--- config.mk ---
export PLATFORM = sky130hd
export DESIGN_NAME = mem_arbiter
export DESIGN_NICKNAME = d
export VERILOG_FILES = /design/src/rtl/mips_pkg.sv /design/src/rtl/arb_starve_counter.sv /design/src/rtl/mem_arbiter.sv
export SDC_FILE = /design/constraint.sdc
export NUM_CORES = 1
export LEC_CHECK = 0
export ABC_AREA = 1
export BUFFER_PORTS_ARGS = -buffer_cell sky130_fd_sc_hd__clkbuf_2
export CORE_AREA = 2 2 95 97
export DETAILED_ROUTE_END_ITERATION = 16
export DIE_AREA = 0 0 97 99
export PLACE_DENSITY = 0.54
export REMOVE_ABC_BUFFERS = 1
export SYNTH_ARGS = -nofsm -noshare
export SYNTH_HDL_FRONTEND = slang
export SYNTH_SLANG_ARGS = --single-unit
--- constraint.sdc ---
create_clock -name clk -period 1.1 [get_ports clk]
set_clock_uncertainty 0.2 [all_clocks]
set_input_delay 0 -clock clk [delete_from_list [all_inputs] [get_ports clk]]
set_output_delay 0 -clock clk [all_outputs]
set_load 0.01 [all_outputs]
--- src/rtl/mips_pkg.sv ---
// Shared types for the unified-memory CPU blocks.
// No logic; types and constants only.
// No flow control here.
package mips_pkg;

    localparam int WORD_W = 32;

    // Which requester owns the read data returning from the RAM this cycle.
    typedef enum logic [1:0] {
        IDLE   = 2'd0,
        PEND_I = 2'd1,
        PEND_D = 2'd2
    } arb_resp_t;

endpackage

--- src/rtl/arb_starve_counter.sv ---
// Saturating count of consecutive cycles the fetch port was denied.
// Latency: at_limit is registered, reflects counts up to the previous edge.
// Backpressure: none; clr has priority over inc.
module arb_starve_counter #(
    parameter int LIMIT = 4
) (
    input  logic clk,
    input  logic reset,
    input  logic inc,
    input  logic clr,
    output logic at_limit
);

    logic [3:0] cnt_q;
    logic [3:0] cnt_d;

    // Next count: clear wins, otherwise count up and stick at LIMIT.
    always_comb begin
        cnt_d = cnt_q;
        if (clr) begin
            cnt_d = 4'd0;
        end else if (inc && (cnt_q != 4'(LIMIT))) begin
            cnt_d = cnt_q + 4'd1;
        end
    end

    // Counter register with synchronous active-low reset.
    always_ff @(posedge clk) begin
        if (!reset) begin
            cnt_q <= 4'd0;
        end else begin
            cnt_q <= cnt_d;
        end
    end

    assign at_limit = (cnt_q == 4'(LIMIT));

endmodule

--- src/rtl/mem_arbiter.sv ---
// Shares one synchronous-read RAM between fetch and data ports; data wins,
// optional fetch starvation guard (ARB_STARVE_GUARD_EN). Grant is same-cycle,
// read data returns one cycle after grant. Loser simply sees gnt=0 and holds.
module mem_arbiter
    import mips_pkg::*;
#(
    parameter int MEM_DEPTH    = 256,
    parameter int STARVE_LIMIT = 4
) (
    input  logic                         clk,
    input  logic                         reset,
    input  logic                         i_req,
    input  logic [WORD_W-1:0]            i_addr,
    output logic                         i_gnt,
    output logic                         i_rvalid,
    output logic [WORD_W-1:0]            i_rdata,
    input  logic                         d_req,
    input  logic                         d_we,
    input  logic [WORD_W-1:0]            d_addr,
    input  logic [WORD_W-1:0]            d_wdata,
    output logic                         d_gnt,
    output logic                         d_rvalid,
    output logic [WORD_W-1:0]            d_rdata,
    output logic                         m_en,
    output logic                         m_we,
    output logic [$clog2(MEM_DEPTH)-1:0] m_addr,
    output logic [WORD_W-1:0]            m_wdata,
    input  logic [WORD_W-1:0]            m_rdata
);

    localparam int AW = $clog2(MEM_DEPTH);

    logic      force_i;
    arb_resp_t resp_st_q;
    arb_resp_t resp_st_d;

`ifdef ARB_STARVE_GUARD_EN
    // Fetch is forced to win once it has been denied STARVE_LIMIT cycles running.
    arb_starve_counter #(
        .LIMIT (STARVE_LIMIT)
    ) u_starve (
        .clk      (clk),
        .reset    (reset),
        .inc      (i_req && !i_gnt),
        .clr      (!i_req || i_gnt),
        .at_limit (force_i)
    );
`else
    assign force_i = 1'b0;

    // Limit only matters when the guard is built in.
    logic unused_limit;
    assign unused_limit = ^STARVE_LIMIT;
`endif

    // Byte offset and bits above the RAM depth are deliberately ignored.
    logic unused_addr_bits;
    assign unused_addr_bits = ^{i_addr[1:0], i_addr[WORD_W-1:AW+2],
                                d_addr[1:0], d_addr[WORD_W-1:AW+2]};

    // Grant decision and RAM command; everything quiet while in reset.
    always_comb begin
        i_gnt   = 1'b0;
        d_gnt   = 1'b0;
        m_en    = 1'b0;
        m_we    = 1'b0;
        m_addr  = '0;
        m_wdata = '0;
        if (reset) begin
            if (force_i && i_req) begin
                i_gnt = 1'b1;
            end else if (d_req) begin
                d_gnt = 1'b1;
            end else if (i_req) begin
                i_gnt = 1'b1;
            end

            if (d_gnt) begin
                m_en    = 1'b1;
                m_we    = d_we;
                m_addr  = d_addr[AW+1:2];
                m_wdata = d_wdata;
            end else if (i_gnt) begin
                m_en   = 1'b1;
                m_addr = i_addr[AW+1:2];
            end
        end
    end

    // Owner of next cycle's RAM read data; writes produce no response.
    always_comb begin
        resp_st_d = IDLE;
        if (i_gnt) begin
            resp_st_d = PEND_I;
        end else if (d_gnt && !d_we) begin
            resp_st_d = PEND_D;
        end
    end

    // Response state register; reset drops any in-flight response.
    always_ff @(posedge clk) begin
        if (!reset) begin
            resp_st_q <= IDLE;
        end else begin
            resp_st_q <= resp_st_d;
        end
    end

    // Steer RAM data to its owner; zero on the other port and during reset.
    always_comb begin
        i_rvalid = reset && (resp_st_q == PEND_I);
        d_rvalid = reset && (resp_st_q == PEND_D);
        i_rdata  = i_rvalid ? m_rdata : '0;
        d_rdata  = d_rvalid ? m_rdata : '0;
    end

endmodule

Word-level counts from Yosys, hierarchy flattened
Cells that the tools add are included.

Output and inout port bits: 110. Word-level logic and storage cells: 31. Register bits: 2.

Bitwise logic cells: 1. Equality and inequality tests: 2. Mux-type cells: 21. Reductions and logical operators: 5.

Operator list (number): $mux W32 (4); $mux W8 (3); $mux W1 (13); $logic_and A1 B1 Y1 (3); $eq A2 B1 Y1 const B (1); $eq A2 B2 Y1 const B (1); $mux W2 (1); $reduce_or A2 Y1 (1); $logic_not A1 Y1 (1); $not A1 Y1 (1).

Longest topological paths before layout
Depth after elaboration: 6. Depth in mapped cells: 4.

Least setup slack after synthesis
OpenSTA, ideal clock, no wires.

Path type: register -> output. From: reg resp_st_q[0]. To: out d_rdata[22]. Data arrival time: 0.850 ns. Cell stages (with the launch flop): 5. Setup slack: 0.050 ns. Required time: 0.900 ns. Buffers on the path: 1. Path through: dfxtp_1 -> inv_1 -> nand3_1 -> buf_2 -> nor2_1.

Cells in the longest elaborated chain, start to end: 3.

RTL lines: from (decl) (line mem_arbiter.sv:34) `arb_resp_t resp_st_q;`; from (signal assigned) (line mem_arbiter.sv:105) `resp_st_q <= resp_st_d;`; $eq A2 B2 Y1 (line mem_arbiter.sv:112) `d_rvalid = reset && (resp_st_q == PEND_D);`; $logic_and A1 B1 Y1 (line mem_arbiter.sv:112); $mux W32 (line mem_arbiter.sv:114) `d_rdata = d_rvalid ? m_rdata : '0;`; to (decl) (line mem_arbiter.sv:23) `output logic [WORD_W-1:0] d_rdata,`.

No other way between the ends.

Final worst setup path
From: reg resp_st_q[1]. To: out i_rdata[17].

Cells in the longest elaborated chain, start to end: 3.

RTL lines: $eq A2 B1 Y1 (line mem_arbiter.sv:111) `i_rvalid = reset && (resp_st_q == PEND_I);`; $logic_and A1 B1 Y1 (line mem_arbiter.sv:111); $mux W32 (line mem_arbiter.sv:113) `i_rdata = i_rvalid ? m_rdata : '0;`; to (decl) (line mem_arbiter.sv:16) `output logic [WORD_W-1:0] i_rdata,`.

No other way between the ends.

==> impl_metrics.ini <==
[worst_setup_path]
cp.arrival_ns = 1.09
endpoint_kind = output pin
crit_type = reg2out
cp_cell_sequence = nand3b_4 > buf_12 > nor2_1 > buf_2
cp_slowest_cell = dfxtp_2
max_stage_delay_ns = 0.31
startpoint_type = flip-flop
path_buf_inv = 2
cp_top_family = flip-flops
cp_data_required_time_ns = 0.90
critPathMaxFanout = 22

[routing]
drtAntennaViolNets = 0
firstDrtPassIters = 4
drt_first_iter_violations = 27
drcViolationCount = 0
vias = 1869
wl_per_cell_um = 8.145
viasPerCell = 3.622
wirelength_um = 4203

[timing]
maxSlewViolCount = 0
max_freq_ghz = 0.7770
fin_hold_ws_ns = 0.06208
worstMarginPinSlew_ns = 0.2183
fin_crit_sh = 1.170
hold_violations = 0
maxSlewHeadroom = 0.8536
layout_setup_ws_ns = -0.1870
period_needed_ns = 1.287
finalSetupViolCount = 66
rsz0062_at_grt = yes

[clock_tree]
cts-root-buf = clkbuf_8
path_clk_slew_ns = 0.03
cts_buffer_depth = 2
htree_levels = 1
cts.sinks = 2
cts_buffers = 3
post_cts_buffers = 0
cts_tree = built

[floorplanning]
io_pins = 243
chipHeight_um = 99
num_rows = 34
dieArea_um2 = 9603
coreArea_um2 = 8551
die_w_um = 97
initial_core_util = 0.1074

[finish]
syn_to_final_growth_pct = 131.5
reg_top3 = resp_st_q: 2 flops
largest_register_ffs = 2
layout.nets = 543
largest_register = resp_st_q
final_area_um2 = 2126
drive_above_1_share = 0.5245
n_antenna_cell = 0

[power]
ir_drop_mv = 0.4410
p_leak_nw = 1.687
power_density_nw_per_um2 = 420.5

[synth]
netlist-cell-type-count = 15
avgSynthCellArea_um2 = 4.312
synthArstFlopShare = 0
synth_warnings = 0
synth-main-ff-cell = dfxtp_1
synth_edf_count = 0
synth_area_leaders = nor2_1 (39%), inv_1 (29%), nand2_1 (6.5%)
synth_area_um2 = 918.4
netlist.area_leader.share = 0.3924
synth.most_common_cell = nor2_1
synth-seq-cells = 2
synth_cells = 213
netlist_top_cells_count = nor2_1 (96), inv_1 (70), nand2_1 (16)
yosys.area.top_type = nor2_1
yosysSeqAreaShare = 0.04360

[place]
hpwl_um = 3682
place_area_um2 = 2021
port-buffer-count = 194
gp_congestion = 0.7583
pre_cts_ws_ns = -0.02060

[min_path]
hp-class = in2out
min_to = m_wdata[7]
min_from = d_wdata[7]
hold_depth = 4

[outcome]
outcome = finished, violations left
violations = setup timing

[global_route]
grt_antenna_before_repair = 0
overflow = 0
grt_pass1_vias = 1540
grt_max_degree = 35
track_usage = 0.07600
grt_pass1_wl_um = 6223

[run]
maxCapViolCount = 0
kinds of logic after synthesis:
kind of cell,count (synthesis),synth area share
flip-flops,2,0.04360
AO/OA/AOI/OAI,1,0.005444
AND/OR/NAND/NOR,127,0.5709
buffers and inverters,83,0.3801
report_power, final:
group / total, W / internal, W / switching (W)
Clock: 0.000286 / 0.000231 / 0.0000546
Sequential: 0.0000796 / 0.0000768 / 0.00000282
Combinational: 0.000529 / 0.000252 / 0.000276
placed cells by master, fill, tap and decap left out, types with 2 or more instances in the layout:
cell type	Yosys	layout
buf_12	0	3
clkbuf_2	0	138
buf_2	6	55
clkbuf_8	0	3
nand2_1	16	16
nor3_1	2	2
dfxtp_2	0	2
dlygate4sd3_1	0	4
nand4_1	8	8
nor2_2	2	6
nor2_1	96	92
clkinv_1	2	2
inv_1	70	69
metrics by stage:
step | utilization | instances | TNS [ns] | total power, W
after detailed placement | 0.2363 | 509 | -0.2172 | 0.0005980
final | 0.2486 | 516 | -11.04 | 0.0008939
after CTS | 0.2474 | 516 | -12.23 | 0.0009070
after global routing | 0.2486 | 516 | -14.77 | 0.0009724
after global placement | 0.2363 | 509 | -0.07226 | 0.0005935
after floorplan | - | 202 | -13.25 | 0.0002895
layer usage:
metal	wire length (um)	share of wire	global-route usage	up-vias
met3	540	0.13	0.02411	2
met1	1424	0.34	0.07447	772
met4	27	0.0064	0.01625	0
li1	-	-	-	970
met5	0	0	0	-
met2	2211	0.53	0.1544	125
layout make-up:
class / count / area, um2
Fill cell: 972 / 6425
Timing Repair Buffer: 203 / 1092
Multi-Input combinational cell: 128 / 544.3
Inverter: 72 / 270.3
Tap cell: 108 / 135.1
Sequential cell: 2 / 42.54
Clock buffer: 3 / 41.29
worst max path at each step:
stage / cells past startpoint / endpoint / start
2_1_floorplan: 3 / d_rdata[0] / resp_st_q[0]
3_3_place_gp: 5 / d_rdata[23] / resp_st_q[0]
3_5_place_dp: 5 / d_rdata[11] / resp_st_q[0]
4_1_cts: 4 / i_rdata[17] / resp_st_q[1]
5_1_grt: 4 / i_rdata[1] / resp_st_q[1]
6_report: 4 / i_rdata[17] / resp_st_q[1]
timing repair:
action / 4_1_cts / 5_1_grt
endpoints found under the setup margin: 66 / 67
gates resized for setup: 6 / 60
hold buffers: 4 / 0
endpoints found under the hold margin: 2 / 0
Note: power is estimated with default switching activity, not from simulation.
